[src/rtl/bit_counter_param_if.sv]
// Request/response bundle for bit_counter_param: requester drives start/mode/data_in, counter returns status and count.
// Optional abort line exists only when BITCOUNT_ABORT_EN is defined.
interface bit_counter_param_if #(
  parameter int WIDTH = 8
) ();
  localparam int CW = $clog2(WIDTH + 1);

  // start is level-held by the requester until done is seen; drop it for at least one edge between operations.
  logic             start;
  logic             mode;
  logic [WIDTH-1:0] data_in;
`ifdef BITCOUNT_ABORT_EN
  logic             abort;
`endif
  logic             ready;
  logic             busy;
  logic             done;
  logic [CW-1:0]    result;

`ifdef BITCOUNT_ABORT_EN
  modport master (output start, mode, data_in, abort, input ready, busy, done, result);
  modport slave  (input start, mode, data_in, abort, output ready, busy, done, result);
`else
  modport master (output start, mode, data_in, input ready, busy, done, result);
  modport slave  (input start, mode, data_in, output ready, busy, done, result);
`endif
endinterface

[src/rtl/bit_counter_param.sv]
// Parametrised ones/zeros counter: captures an operand, consumes STEP bits per cycle, exits early once the rest is zero.
// Optional BITCOUNT_ABORT_EN adds an abort input honoured only while counting.
module bit_counter_param #(
  parameter int WIDTH = 8,
  parameter int STEP  = 1
) (
  input  logic                 clk,
  input  logic                 reset,
  bit_counter_param_if.slave   bus,
  output logic [1:0]           state_o
);
  localparam int CW = $clog2(WIDTH + 1);

  typedef enum logic [1:0] {
    S_IDLE  = 2'd0,
    S_COUNT = 2'd1,
    S_DONE  = 2'd2
  } state_e;

  state_e           state_q, state_d;
  logic [WIDTH-1:0] a_q, a_d;
  logic [CW-1:0]    result_q, result_d;
  logic [CW-1:0]    slice_pc;

  always_ff @(posedge clk) begin
    if (reset) begin
      state_q  <= S_IDLE;
      a_q      <= '0;
      result_q <= '0;
    end else begin
      state_q  <= state_d;
      a_q      <= a_d;
      result_q <= result_d;
    end
  end

  // Popcount of the low STEP bits about to be shifted out.
  always_comb begin
    slice_pc = '0;
    for (int i = 0; i < STEP; i++) begin
      slice_pc = slice_pc + CW'(a_q[i]);
    end
  end

  always_comb begin
    state_d  = state_q;
    a_d      = a_q;
    result_d = result_q;
    case (state_q)
      S_IDLE: begin
        if (bus.start) begin
          a_d      = bus.mode ? ~bus.data_in : bus.data_in;
          result_d = '0;
          state_d  = S_COUNT;
        end
      end
      S_COUNT: begin
`ifdef BITCOUNT_ABORT_EN
        if (bus.abort) begin
          a_d      = '0;
          result_d = '0;
          state_d  = S_IDLE;
        end else
`endif
        if (a_q == '0) begin
          state_d = S_DONE;
        end else begin
          result_d = result_q + slice_pc;
          a_d      = a_q >> STEP;
        end
      end
      S_DONE: begin
        if (!bus.start) state_d = S_IDLE;
      end
      default: state_d = S_IDLE;
    endcase
  end

  assign bus.ready  = (state_q == S_IDLE);
  assign bus.busy   = (state_q == S_COUNT);
  assign bus.done   = (state_q == S_DONE);
  assign bus.result = result_q;
  assign state_o    = state_q;
endmodule

[src/flat_wrapper.sv]
// flat-port wrapper written by rule: the top's interface ports become plain ports
module bit_counter_param_flat 
#(
  parameter int WIDTH = 8,
  parameter int STEP  = 1
)
  (clk, reset, state_o, bus_start, bus_mode, bus_data_in, bus_ready, bus_busy, bus_done, bus_result);
  bit_counter_param_if #(.WIDTH(WIDTH)) bus_i ();
  input  logic clk;
  input  logic reset;
  output logic [1:0] state_o;
  input wire logic [$bits(bus_i.start)-1:0] bus_start;
  input wire logic [$bits(bus_i.mode)-1:0] bus_mode;
  input wire logic [$bits(bus_i.data_in)-1:0] bus_data_in;
  output wire logic [$bits(bus_i.ready)-1:0] bus_ready;
  output wire logic [$bits(bus_i.busy)-1:0] bus_busy;
  output wire logic [$bits(bus_i.done)-1:0] bus_done;
  output wire logic [$bits(bus_i.result)-1:0] bus_result;
  assign bus_i.start = bus_start;
  assign bus_i.mode = bus_mode;
  assign bus_i.data_in = bus_data_in;
  assign bus_ready = bus_i.ready;
  assign bus_busy = bus_i.busy;
  assign bus_done = bus_i.done;
  assign bus_result = bus_i.result;
  bit_counter_param #(.WIDTH(WIDTH), .STEP(STEP)) u_core (.clk(clk), .reset(reset), .bus(bus_i), .state_o(state_o));
endmodule
[config.mk]
export PLATFORM = sky130hd
export DESIGN_NAME = bit_counter_param_flat
export DESIGN_NICKNAME = d
export VERILOG_FILES = /design/src/rtl/bit_counter_param_if.sv /design/src/rtl/bit_counter_param.sv /design/src/flat_wrapper.sv
export SDC_FILE = /design/constraint.sdc
export NUM_CORES = 1
export LEC_CHECK = 0
export CORE_MARGIN = 4
export CORE_UTILIZATION = 45
export DETAILED_ROUTE_END_ITERATION = 10
export PLACE_DENSITY = 0.75
export RECOVER_POWER = 50
export SETUP_SLACK_MARGIN = 0.4
export SYNTH_ARGS = -nofsm -noshare
export SYNTH_HDL_FRONTEND = slang
export SYNTH_SLANG_ARGS = --single-unit
export TNS_END_PERCENT = 10
[constraint.sdc]
create_clock -name clk -period 3.1 [get_ports clk]
set_input_delay 0.465 -clock clk [delete_from_list [all_inputs] [get_ports clk]]
set_output_delay 0.465 -clock clk [all_outputs]
set_load 0.02 [all_outputs]
==> impl_metrics.py <==
metrics = {
    "status": {
        "status": "complete, no violations",
    },
    "yosys": {
        "synth_common_cells": "14 x dfxtp_1, 8 x a22oi_1, 8 x xor2_1",
        "syn_nets": 97,
        "netlist_top_cells_area": "dfxtp_1 36%, xor2_1 8.9%, a22oi_1 7.6%",
        "async_flop_share_pct": 0,
        "synth_warnings": 0,
        "post-synth-top-count-cell": "dfxtp_1",
        "yosysTopAreaCell": "dfxtp_1",
        "seq_area_frac_synth_pct": 35.6,
        "ys.flop_type": "dfxtp_1",
        "synth_cell_types": 24,
        "ys_ff_latch": 14,
        "synth_edf_count": 0,
        "post_synth.cell_area_avg_um2": 9.48,
        "netlist.area_leader.share_pct": 35.6,
        "synth_area_um2": 787,
        "syn_inst": 83,
    },
    "clock_tree": {
        "root_buffer": "clkbuf_4",
        "cts_hold_buf": 0,
        "cts_made_buffers": 3,
        "cts_tree": "yes",
        "clockBufferDepth": 2,
        "postCtsSetupRepairBufs": 0,
        "clkTransAtPathRegs_ns": 0.08,
        "h-tree-depth": 1,
        "clk_latency_ns": 0.27,
        "cts.sinks": 14,
        "post_cts_resized": 0,
    },
    "pwr": {
        "power.leakage_uw": 0.000389,
        "vdd_drop_max_mv": 0.215,
        "p_per_area_mw_per_mm2": 448,
    },
    "sta": {
        "rsz0062_at_grt": "no",
        "slew_violations": 0,
        "hold_slack_ns": 0.545,
        "finalCritPeriodShare_pct": 74.4,
        "setup_viol": 0,
        "worstMarginPinSlew_ns": 0.726,
        "slew_headroom_pct": 51.5,
        "fmax_mhz": 434,
        "min_period_ns": 2.31,
        "setup_tns_ns": 0,
        "hold_violations": 0,
        "fin_worst_skew_ns": 0.000878,
    },
    "detailed_routing": {
        "first_pass_iters": 4,
        "viasPerCell": 5.77,
        "wl_per_cell_um": 13.9,
        "routed_wl_um": 1630,
        "vias": 675,
        "detail_route.iter0.violations": 12,
        "ant_nets": 0,
        "drc_errors": 0,
    },
    "critical_path": {
        "crit_required_ns": 2.63,
        "worstSetupEndpointType": "primary output",
        "worstPathArrival_ns": 1.84,
        "cp-startpoint": "u_core.state_o[0]",
        "cp_max_fo": 15,
        "r2r_slack_ns": 1.51,
        "crit_type": "flip-flop to primary output",
        "crit_path_start_kind": "flip-flop",
        "r2r_start": "u_core.state_o[0]",
    },
    "global_route": {
        "track_usage_pct": 14.2,
        "grt_pass1_vias": 661,
        "antenna_found_initial": 0,
        "grt_max_degree": 20,
        "grt_pass1_wl_um": 2810,
        "grt_overflow": 0,
    },
    "placement": {
        "dp_hpwl_um": 1220,
        "io_buffer_count": 20,
        "gp_congestion": 0.746,
        "dp.cells": 114,
    },
    "floorplanning": {
        "start_util_pct": 49.9,
        "fp.dieH_um": 49.8,
        "chipWidth_um": 49.8,
        "num_rows": 14,
        "dieArea_mm2": 0.00248,
        "boundaryPins": 21,
        "core_area_mm2": 0.00158,
    },
    "layout": {
        "syn_to_final_growth_pct": 28.3,
        "nets": 117,
        "stdcell_count": 117,
        "antenna_cells": 0,
        "drive_above_1_share_pct": 7.92,
        "finish.utilization_pct": 64.0,
    },
    "worst_hold_path": {
        "hold_start": "u_core.state_o[1]",
        "hp-class": "flip-flop to flip-flop",
    },
    "run": {
        "cap_violations": 0,
    },
}
[flip-flops by register name (all words and copies together) (netlist names)]
| name | count |
|---|---|
| u_core.a_q | 8 |
| u_core.state_o | 2 |
| u_core.bus.result | 4 |
[worst max-delay path, stage by stage (launching register included)]
cell	delay (ns)
dfxtp_1	0.65
nand2b_1	0.21
inv_1	0.11
clkdlybuf4s50_1	0.61
[cell families after synthesis]
group	count (synthesis)	share of synthesized area, %
AOI/OAI and AO/OA	21	17.8
buffers and inverters	7	3.50
xor gates and xnor gates	8	8.90
and+or+nand+nor	27	25.3
adders and majority gates	2	3.18
DFF	14	35.6
muxes	4	5.72
[routing by layer]
layer	wire length [um]	part of all wire, %	global-route usage, %	vias up
met2	764	47	24.7	18
met4	0	0	5.53	0
met5	0	0	0	-
li1	-	-	-	341
met1	779	48	17.3	316
met3	87	5.3	2.41	0
[cell type report]
class	count	area (um^2)
inverter	2	7.51
fill	143	567
sequential	14	280
timing repair buffer	20	200
tap	16	20.0
clock buffer	3	22.5
multi-input combinational	62	479
[path summary, 6_finish.rpt]
path,end,depth (start not counted)
setup / recovery,bus_busy,3
hold / removal,u_core.state_o[1],2
setup reg to reg,u_core.bus.result[3],3
hold reg to reg,u_core.state_o[1],2
[layout by cell type (no fill, tap or decap)]
cell	instances
a211oi_1	2
a21oi_1	1
a21oi_2	1
a22oi_1	8
a311oi_1	1
clkbuf_4	3
clkdlybuf4s50_1	14
dfxtp_1	14
dlygate4sd3_1	6
ha_1	2
inv_1	2
mux2_1	2
mux2_2	2
nand2_1	1
nand2b_1	1
nand3_1	2
nand3b_1	7
nor2_1	4
nor2b_1	4
nor3b_1	5
nor4_4	2
o21ai_0	7
o21bai_1	1
or2_0	1
xor2_1	8
[through the flow]
stage	setup slack (ns)	instance area, um^2	power, uW
2_1_floorplan	1.64	787	304
3_3_place_gp	1.11	987	352
3_5_place_dp	1.09	987	355
4_1_cts	0.798	1010	455
5_1_grt	0.681	1010	480
6_report	0.795	1010	453
[power by group]
group	switching, uW	internal (uW)	leakage [uW]
clock	57.2	44.9	0.0000138
combinational	66.3	63.7	0.000261
sequential	25.6	195	0.000114
total	149	304	0.000389
Note: power is estimated with default switching activity, not from simulation.
